$ cat config.mk
export PLATFORM = sky130hd
export DESIGN_NAME = fetch_pc_unit
export DESIGN_NICKNAME = d
export VERILOG_FILES = /design/src/rtl/riscv_pkg.sv /design/src/rtl/adder32.sv /design/src/rtl/pc_reg.sv /design/src/rtl/fetch_pc_unit.sv
export SDC_FILE = /design/constraint.sdc
export NUM_CORES = 1
export LEC_CHECK = 0
export CORE_MARGIN = 3
export CORE_UTILIZATION = 42
export DETAILED_ROUTE_END_ITERATION = 7
export PLACE_DENSITY = 0.88
export SLEW_MARGIN = 30
export SYNTH_ARGS = -nofsm -noshare
export SYNTH_HDL_FRONTEND = slang
export SYNTH_SLANG_ARGS = --single-unit
$ cat constraint.sdc
create_clock -name clk -period 5.2 [get_ports clk]
set_input_delay 0.52 -clock clk [delete_from_list [all_inputs] [get_ports clk]]
set_output_delay 0.52 -clock clk [all_outputs]
set_load 0.01 [all_outputs]
$ cat src/rtl/riscv_pkg.sv
// Shared fetch-side types and defaults: next-PC select encoding, fetch FSM
// state encoding, and the reset and trap vector defaults.
package riscv_pkg;

    typedef enum logic [1:0] {
        PC_SEQ    = 2'b00,
        PC_BRANCH = 2'b01,
        PC_JALR   = 2'b10
    } pc_src_t;

    typedef enum logic [1:0] {
        FS_REQ  = 2'b00,
        FS_WAIT = 2'b01,
        FS_HOLD = 2'b10
    } fetch_state_t;

    localparam logic [31:0] RESET_VECTOR_DEFAULT = 32'h0000_0000;
    localparam logic [31:0] TRAP_VECTOR_DEFAULT  = 32'h0000_0100;

endpackage

$ cat src/rtl/adder32.sv
// Plain 32-bit adder shared by the datapath. The carry out is dropped, so
// the sum wraps modulo 2^32.
module adder32 (
    input  logic [31:0] a,
    input  logic [31:0] b,
    output logic [31:0] sum
);

    assign sum = a + b;

endmodule

$ cat src/rtl/pc_reg.sv
// 32-bit program counter register with asynchronous reset to a fixed vector
// and a load enable.
module pc_reg
    import riscv_pkg::*;
#(
    parameter logic [31:0] RESET_VALUE = RESET_VECTOR_DEFAULT
) (
    input  logic        clk,
    input  logic        reset,
    input  logic        load,
    input  logic [31:0] d,
    output logic [31:0] q
);

    // Hold the PC; reload only when the fetch unit retires an instruction.
    // NOTE: state is updated with non-blocking assignments so every flop samples pre-edge values.
    always_ff @(posedge clk or posedge reset) begin
        if (reset) begin
            q <= RESET_VALUE;
        end else if (load) begin
            q <= d;
        end
    end

endmodule

$ cat src/rtl/fetch_pc_unit.sv
// Instruction fetch / PC unit. One request outstanding at a time:
// REQ issues the address, WAIT takes the response, HOLD presents the
// instruction until decode retires it, at which point the next PC is loaded.
// Optional feature macro: MISALIGN_TRAP_EN (misaligned BRANCH/JALR targets
// redirect to TRAP_VECTOR and raise a one-cycle trap pulse). Without it,
// target bits [1:0] are cleared and the trap outputs are tied low.
module fetch_pc_unit
    import riscv_pkg::*;
#(
    parameter logic [31:0] RESET_VECTOR = RESET_VECTOR_DEFAULT,
    parameter logic [31:0] TRAP_VECTOR  = TRAP_VECTOR_DEFAULT
) (
    input  logic        clk,
    input  logic        reset,
    input  logic [1:0]  pc_src,
    input  logic [31:0] branch_target,
    input  logic [31:0] jalr_target,
    output logic        imem_req_valid,
    output logic [31:0] imem_addr,
    input  logic        imem_req_ready,
    input  logic        imem_rsp_valid,
    input  logic [31:0] imem_rsp_data,
    output logic        instr_valid,
    output logic [31:0] instr,
    input  logic        instr_ready,
    output logic [31:0] pc,
    output logic [31:0] pc_plus4,
    output logic        trap,
    output logic [31:0] trap_addr
);

    fetch_state_t state;
    fetch_state_t state_next;
    pc_src_t      src;
    logic         retire;
    logic         target_sel;
    logic [31:0]  target;
    logic [31:0]  pc_next;

    assign src    = pc_src_t'(pc_src);
    assign retire = (state == FS_HOLD) && instr_ready;

    assign imem_req_valid = (state == FS_REQ);
    assign imem_addr      = pc;
    assign instr_valid    = (state == FS_HOLD);

    adder32 u_pc_inc (
        .a   (pc),
        .b   (32'd4),
        .sum (pc_plus4)
    );

    pc_reg #(
        .RESET_VALUE (RESET_VECTOR)
    ) u_pc_reg (
        .clk   (clk),
        .reset (reset),
        .load  (retire),
        .d     (pc_next),
        .q     (pc)
    );

    // Fetch FSM next-state: responses only matter while waiting for one.
    // NOTE: every always_comb output gets a default first so no latch is inferred.
    always_comb begin
        state_next = state;
        case (state)
            FS_REQ:  if (imem_req_ready) state_next = FS_WAIT;
            FS_WAIT: if (imem_rsp_valid) state_next = FS_HOLD;
            FS_HOLD: if (instr_ready)    state_next = FS_REQ;
            default: state_next = FS_REQ;
        endcase
    end

    // Fetch FSM state register; reset abandons any outstanding request.
    always_ff @(posedge clk or posedge reset) begin
        if (reset) begin
            state <= FS_REQ;
        end else begin
            state <= state_next;
        end
    end

    // Capture the instruction word when the response arrives in WAIT.
    always_ff @(posedge clk or posedge reset) begin
        if (reset) begin
            instr <= 32'h0000_0000;
        end else if ((state == FS_WAIT) && imem_rsp_valid) begin
            instr <= imem_rsp_data;
        end
    end

    // Select the redirect target; JALR clears bit 0 before any alignment check.
    always_comb begin
        target     = branch_target;
        target_sel = 1'b0;
        case (src)
            PC_BRANCH: begin
                target     = branch_target;
                target_sel = 1'b1;
            end
            PC_JALR: begin
                target     = jalr_target & 32'hFFFF_FFFE;
                target_sel = 1'b1;
            end
            default: begin
                target     = branch_target;
                target_sel = 1'b0;
            end
        endcase
    end

`ifdef MISALIGN_TRAP_EN
    logic misaligned;

    assign misaligned = target_sel && (target[1:0] != 2'b00);

    // Next PC: sequential, aligned redirect, or the trap vector.
    always_comb begin
        pc_next = pc_plus4;
        if (misaligned) begin
            pc_next = TRAP_VECTOR;
        end else if (target_sel) begin
            pc_next = target;
        end
    end

    // One-cycle trap pulse; trap_addr keeps the last offending target.
    always_ff @(posedge clk or posedge reset) begin
        if (reset) begin
            trap      <= 1'b0;
            trap_addr <= 32'h0000_0000;
        end else begin
            trap <= retire && misaligned;
            if (retire && misaligned) begin
                trap_addr <= target;
            end
        end
    end
`else
    // Next PC: sequential, or the redirect target forced to word alignment.
    always_comb begin
        pc_next = pc_plus4;
        if (target_sel) begin
            pc_next = target & 32'hFFFF_FFFC;
        end
    end

    assign trap      = 1'b0;
    assign trap_addr = 32'h0000_0000;
`endif

endmodule
=== After elaboration in Yosys (flattened, before gate mapping) ===
Cells that the tools add are included.

* $add $sub $neg: 1
* Equality and inequality tests: 7
* Multiplexer cells: 7
* Reduce and logical (&&, ||, !) cells: 5

{| class="wikitable"
|+ Operator list
! cell !! count
|-
| $mux 32 || 2
|-
| $add 32x3->32 const B || 1
|-
| $mux 2 || 3
|-
| $pmux 2 s3 || 1
|-
| $eq 2x1->1 const B || 2
|-
| $eq 2x2->1 const B || 2
|-
| $ne 2x1->1 const B || 2
|-
| $reduce_and 3->1 || 1
|-
| $logic_and 1x1->1 || 2
|-
| $logic_not 2->1 || 1
|-
| $ne 2x2->1 const B || 1
|-
| $reduce_or 2->1 || 1
|-
| $mux 1 || 1
|}

* Register bits after elaboration: 66
* Bits of input ports: 103
* Output and inout bits: 163
* Logic and storage cells: 23

=== Logic depth before layout (Yosys ltp) ===
* Depth in word-level cells: 4
* Mapped depth: 8
* Mapped depth without buffers: 6

=== Hierarchy ===
From an unflattened synthesis, not the netlist that was laid out.

* Cells, all modules: 561
* Area total of the unflattened synthesis: 5652.9 um^2

{| class="wikitable"
|+ By module, submodules not included
! module !! times used !! cells an instance !! area an instance (um^2) !! sequential area each (um^2)
|-
| fetch_pc_unit || 1 || 251 || 2560.0 || 850.8
|-
| adder32 || 1 || 241 || 1744.2 || 0.0
|-
| pc_reg || 1 || 69 || 1348.8 || 800.8
|}

=== Worst setup path after synthesis ===
No wires, ideal clock.

* Path type: reg2out
* From: reg u_pc_reg.q[2]
* To: out pc_plus4[28]
* Arrival: 2121 ps
* Data required time: 4680 ps
* Slack: 2559 ps
* Stages on the path, launching flop included: 6
* Buffers on the path: 0
* Cells stage by stage: dfrtp_1 ha_1 nand2_1 or4_4 or4_4 xnor2_1

* Cells in the longest elaborated chain, start to end: 1

{| class="wikitable"
|+ RTL lines
! item !! RTL line !! RTL
|-
| from (decl) || pc_reg.sv:12 || <nowiki>output logic [31:0] q</nowiki>
|-
| from (signal assigned) || pc_reg.sv:19 || <nowiki>q <= RESET_VALUE;</nowiki>
|-
| from (signal assigned) || pc_reg.sv:21 || <nowiki>q <= d;</nowiki>
|-
| $add 32x3->32 || adder32.sv:9 || <nowiki>assign sum = a + b;</nowiki>
|-
| to (decl) || fetch_pc_unit.sv:27 || <nowiki>output logic [31:0] pc_plus4,</nowiki>
|}

No other way between the ends.

=== Final worst setup path ===
Same ends and word-level chain as after synthesis.

==> results.sh <==
export IMPL_run_status="complete, no violations"
export IMPL_synth_seq_area_share_pct=34.9
export IMPL_floorplan_initialDensity_pct=43.9
export IMPL_grt_pass1_wl_um=23500
export IMPL_max_slew_worst_pin_slew_ps=841
export IMPL_grt_antenna_before_repair=0
export IMPL_fin_hold_ws_ps=509
export IMPL_worst_setup_path_type="reg2out"
export IMPL_cts_path_max_buffers=2
export IMPL_p_seq_share_pct=31.4
export IMPL_shortest_clock_period_the_worst_path_allows_after_layout_ps=3740
export IMPL_cts_hold_buf=0
export IMPL_detail_route_vias_per_cell=5.37
export IMPL_rows=37
export IMPL_dr_pass1_iters=4
export IMPL_detail_route_wirelength_um=14600
export IMPL_minimum_setup_slack_in_the_final_design_ps=1460
export IMPL_relative_max_transition_margin_pct=43.9
export IMPL_power_frac_clock_pct=16.2
export IMPL_chipWidth_um=111
export IMPL_most_common_layout_cells="clkdlybuf4s50_1 (222), dfrtp_1 (64), conb_1 (39), mux2_2 (35), a21oi_1 (28)"
export IMPL_clkSlewWorstSetupHoldPaths_ps=80
export IMPL_wl_per_cell_um=17.9
export IMPL_final_report_max_slew_violation_count=0
export IMPL_cp_start_kind="flip-flop"
export IMPL_power_density_nw_per_um2=451
export IMPL_netlist_cell_type_count=47
export IMPL_synth_async_reset_ratio_pct=100
export IMPL_max_vdd_ir_drop_uv=262
export IMPL_coreArea_um2=10500
export IMPL_area_growth_synth_to_final_pct=47.2
export IMPL_detailedPlacementHpwl_um=10800
export IMPL_drt_iter0_drc=201
export IMPL_cts_tree="done"
export IMPL_placement_setup_worst_slack_ps=1780
export IMPL_cts_inserted_buffers=9
export IMPL_rr_startpoint="u_pc_reg.q[2]"
export IMPL_post_route_period_util_pct=71.9
export IMPL_crit_path_end_kind="primary output"
export IMPL_predominant_post_synthesis_flop_cell="dfrtp_1"
export IMPL_number_of_input_and_output_port_buffers_inserted=222
export IMPL_residual_drc=0
export IMPL_synth_edff_count=0
export IMPL_worst_ep_required_time_ps=4680
export IMPL_holdCritPathClass="reg2reg"
export IMPL_syn_area_um2=4590
export IMPL_die_height_um=111
export IMPL_grt_pass1_vias=4509
export IMPL_switch_pwr_mw=1.14
export IMPL_routabilityCongestion=0.829
export IMPL_max_clock_freq_mhz=267
export IMPL_synth_cells=500
export IMPL_count_of_state_elements_after_synthesis=64
export IMPL_grt_overflow=0
export IMPL_layout_commonest_cell="clkdlybuf4s50_1"
export IMPL_synth_warning_count=0
export IMPL_clock_sinks=64
export IMPL_grt_start_max_net_pins=65
export IMPL_finish_net_count=776
export IMPL_syn_area_per_cell_um2=9.18
export IMPL_netSwitchingFraction_pct=37.4
export IMPL_cts_resized=0
export IMPL_detail_route_antenna_nets=0
export IMPL_post_cts_repair_setup_buffers=0
export IMPL_max_cap_violations=0
export IMPL_comb_power_share_pct=52.3
export IMPL_root_buffer="clkbuf_8"
export IMPL_vias=4359
export IMPL_i_o_pin_cnt=266
export IMPL_setup_viol=0
export IMPL_design_die_area_um2=12200
export IMPL_gr_usage_all_layers_pct=23.2
export IMPL_startpoint="u_pc_reg.q[2]"
export IMPL_cp_data_arrival_time_ps=3220
export IMPL_rsz_0062_raised_after_global_routing="no"
export IMPL_hold_violations_final=0
export IMPL_diodes_inserted=0
export IMPL_timing_critical_path_fanout_max=15
export IMPL_layout_drive_gt1_share_pct=10.7
export IMPL_htree_num_levels=3
export IMPL_worstHoldStart="instr[10]"
export IMPL_total_leakage_power_nw=2.59
export IMPL_final_setup_tns_ps=0
export IMPL_cellInternalPower_mw=1.91
export IMPL_skew_pair_late_insertion_delay_ps=340
export IMPL_setup_skew_ps=9.36
[power groups by stage]
stage	Sequential (mW)	Combinational, mW	Clock [mW]
final	0.958	1.59	0.495
after detailed placement	0.961	1.59	0
after CTS	0.955	1.60	0.508
after floorplan	0.971	0.745	0
after global placement	0.940	1.56	0
after global routing	1.00	1.69	0.527
[layer usage]
layer	track usage [%]	share of wire [%]	up-vias
met1	27.0	38	2085
met2	42.1	52	215
met3	5.42	7.4	26
met5	0	0	-
li1	-	-	2033
met4	6.73	2.0	0
[stage by stage]
stage / util [%] / area, um^2 / cells / power, mW
2_1_floorplan: - / 4730 / 538 / 1.72
3_3_place_gp: 62.3 / 6520 / 796 / 2.50
3_5_place_dp: 62.3 / 6520 / 796 / 2.55
4_1_cts: 64.5 / 6750 / 812 / 3.07
5_1_grt: 64.6 / 6760 / 812 / 3.22
6_report: 64.6 / 6760 / 812 / 3.05
[layout make-up]
cell class | count | area [um^2]
clock buffer | 9 | 124
clock inverter | 7 | 103
fill | 879 | 3710
inverter | 9 | 33.8
multi-input combinational | 358 | 2450
sequential | 64 | 1600
tap | 136 | 170
timing repair buffer | 229 | 2270
[worst paths after layout]
path                                   to  cells after the start  slack, ps
max reg2reg                u_pc_reg.q[28]                      5       2770
min in group asynchronous       instr[24]                      3        770
min reg2reg                     instr[10]                      1        510
max in group asynchronous  u_pc_reg.q[10]                      3       3870
min                             instr[10]                      1        510
max                          pc_plus4[28]                      6       1460
[Yosys cell counts, types with 9 or more instances]
cell	count	area share [%]
o21ai_0	11	1.2
dfrtp_1	64	35
nand2_1	25	2.0
xnor2_1	20	3.8
nor3_1	23	2.5
mux2i_1	23	5.0
o211ai_1	9	1.5
nor2_1	9	0.74
nand3_1	22	2.4
buf_4	69	11
clkbuf_1	30	2.5
nor4_1	9	1.2
or3_1	11	1.5
mux2_2	35	8.6
inv_1	9	0.74
a21oi_1	28	3.1
[cells by family (layout without fill, tap and decap cells)]
| group | Yosys count | count (layout) | synth area share, % |
|---|---|---|---|
| buf+inv | 116 | 254 | 15.3 |
| fa+ha+maj | 2 | 2 | 0.545 |
| simple gates | 147 | 147 | 18.3 |
| xor+xnor | 28 | 28 | 5.34 |
| compound gates | 84 | 84 | 11.9 |
| flops | 64 | 64 | 34.9 |
| other cells | 1 | 39 | 0.0817 |
| mux | 58 | 58 | 13.6 |
[worst max-delay path, cell delays in order (launching register included)]
cell and delay, ps:
dfrtp_1 460, ha_1 310, nand2_1 200, or4_4 650
or4_4 560, xnor2_1 150, clkdlybuf4s50_1 550
[registers in the layout, summed over array words and instances (netlist names)]
signal      flops
instr          32
u_pc_reg.q     30
state           2
(Power assumes the default switching activity.)
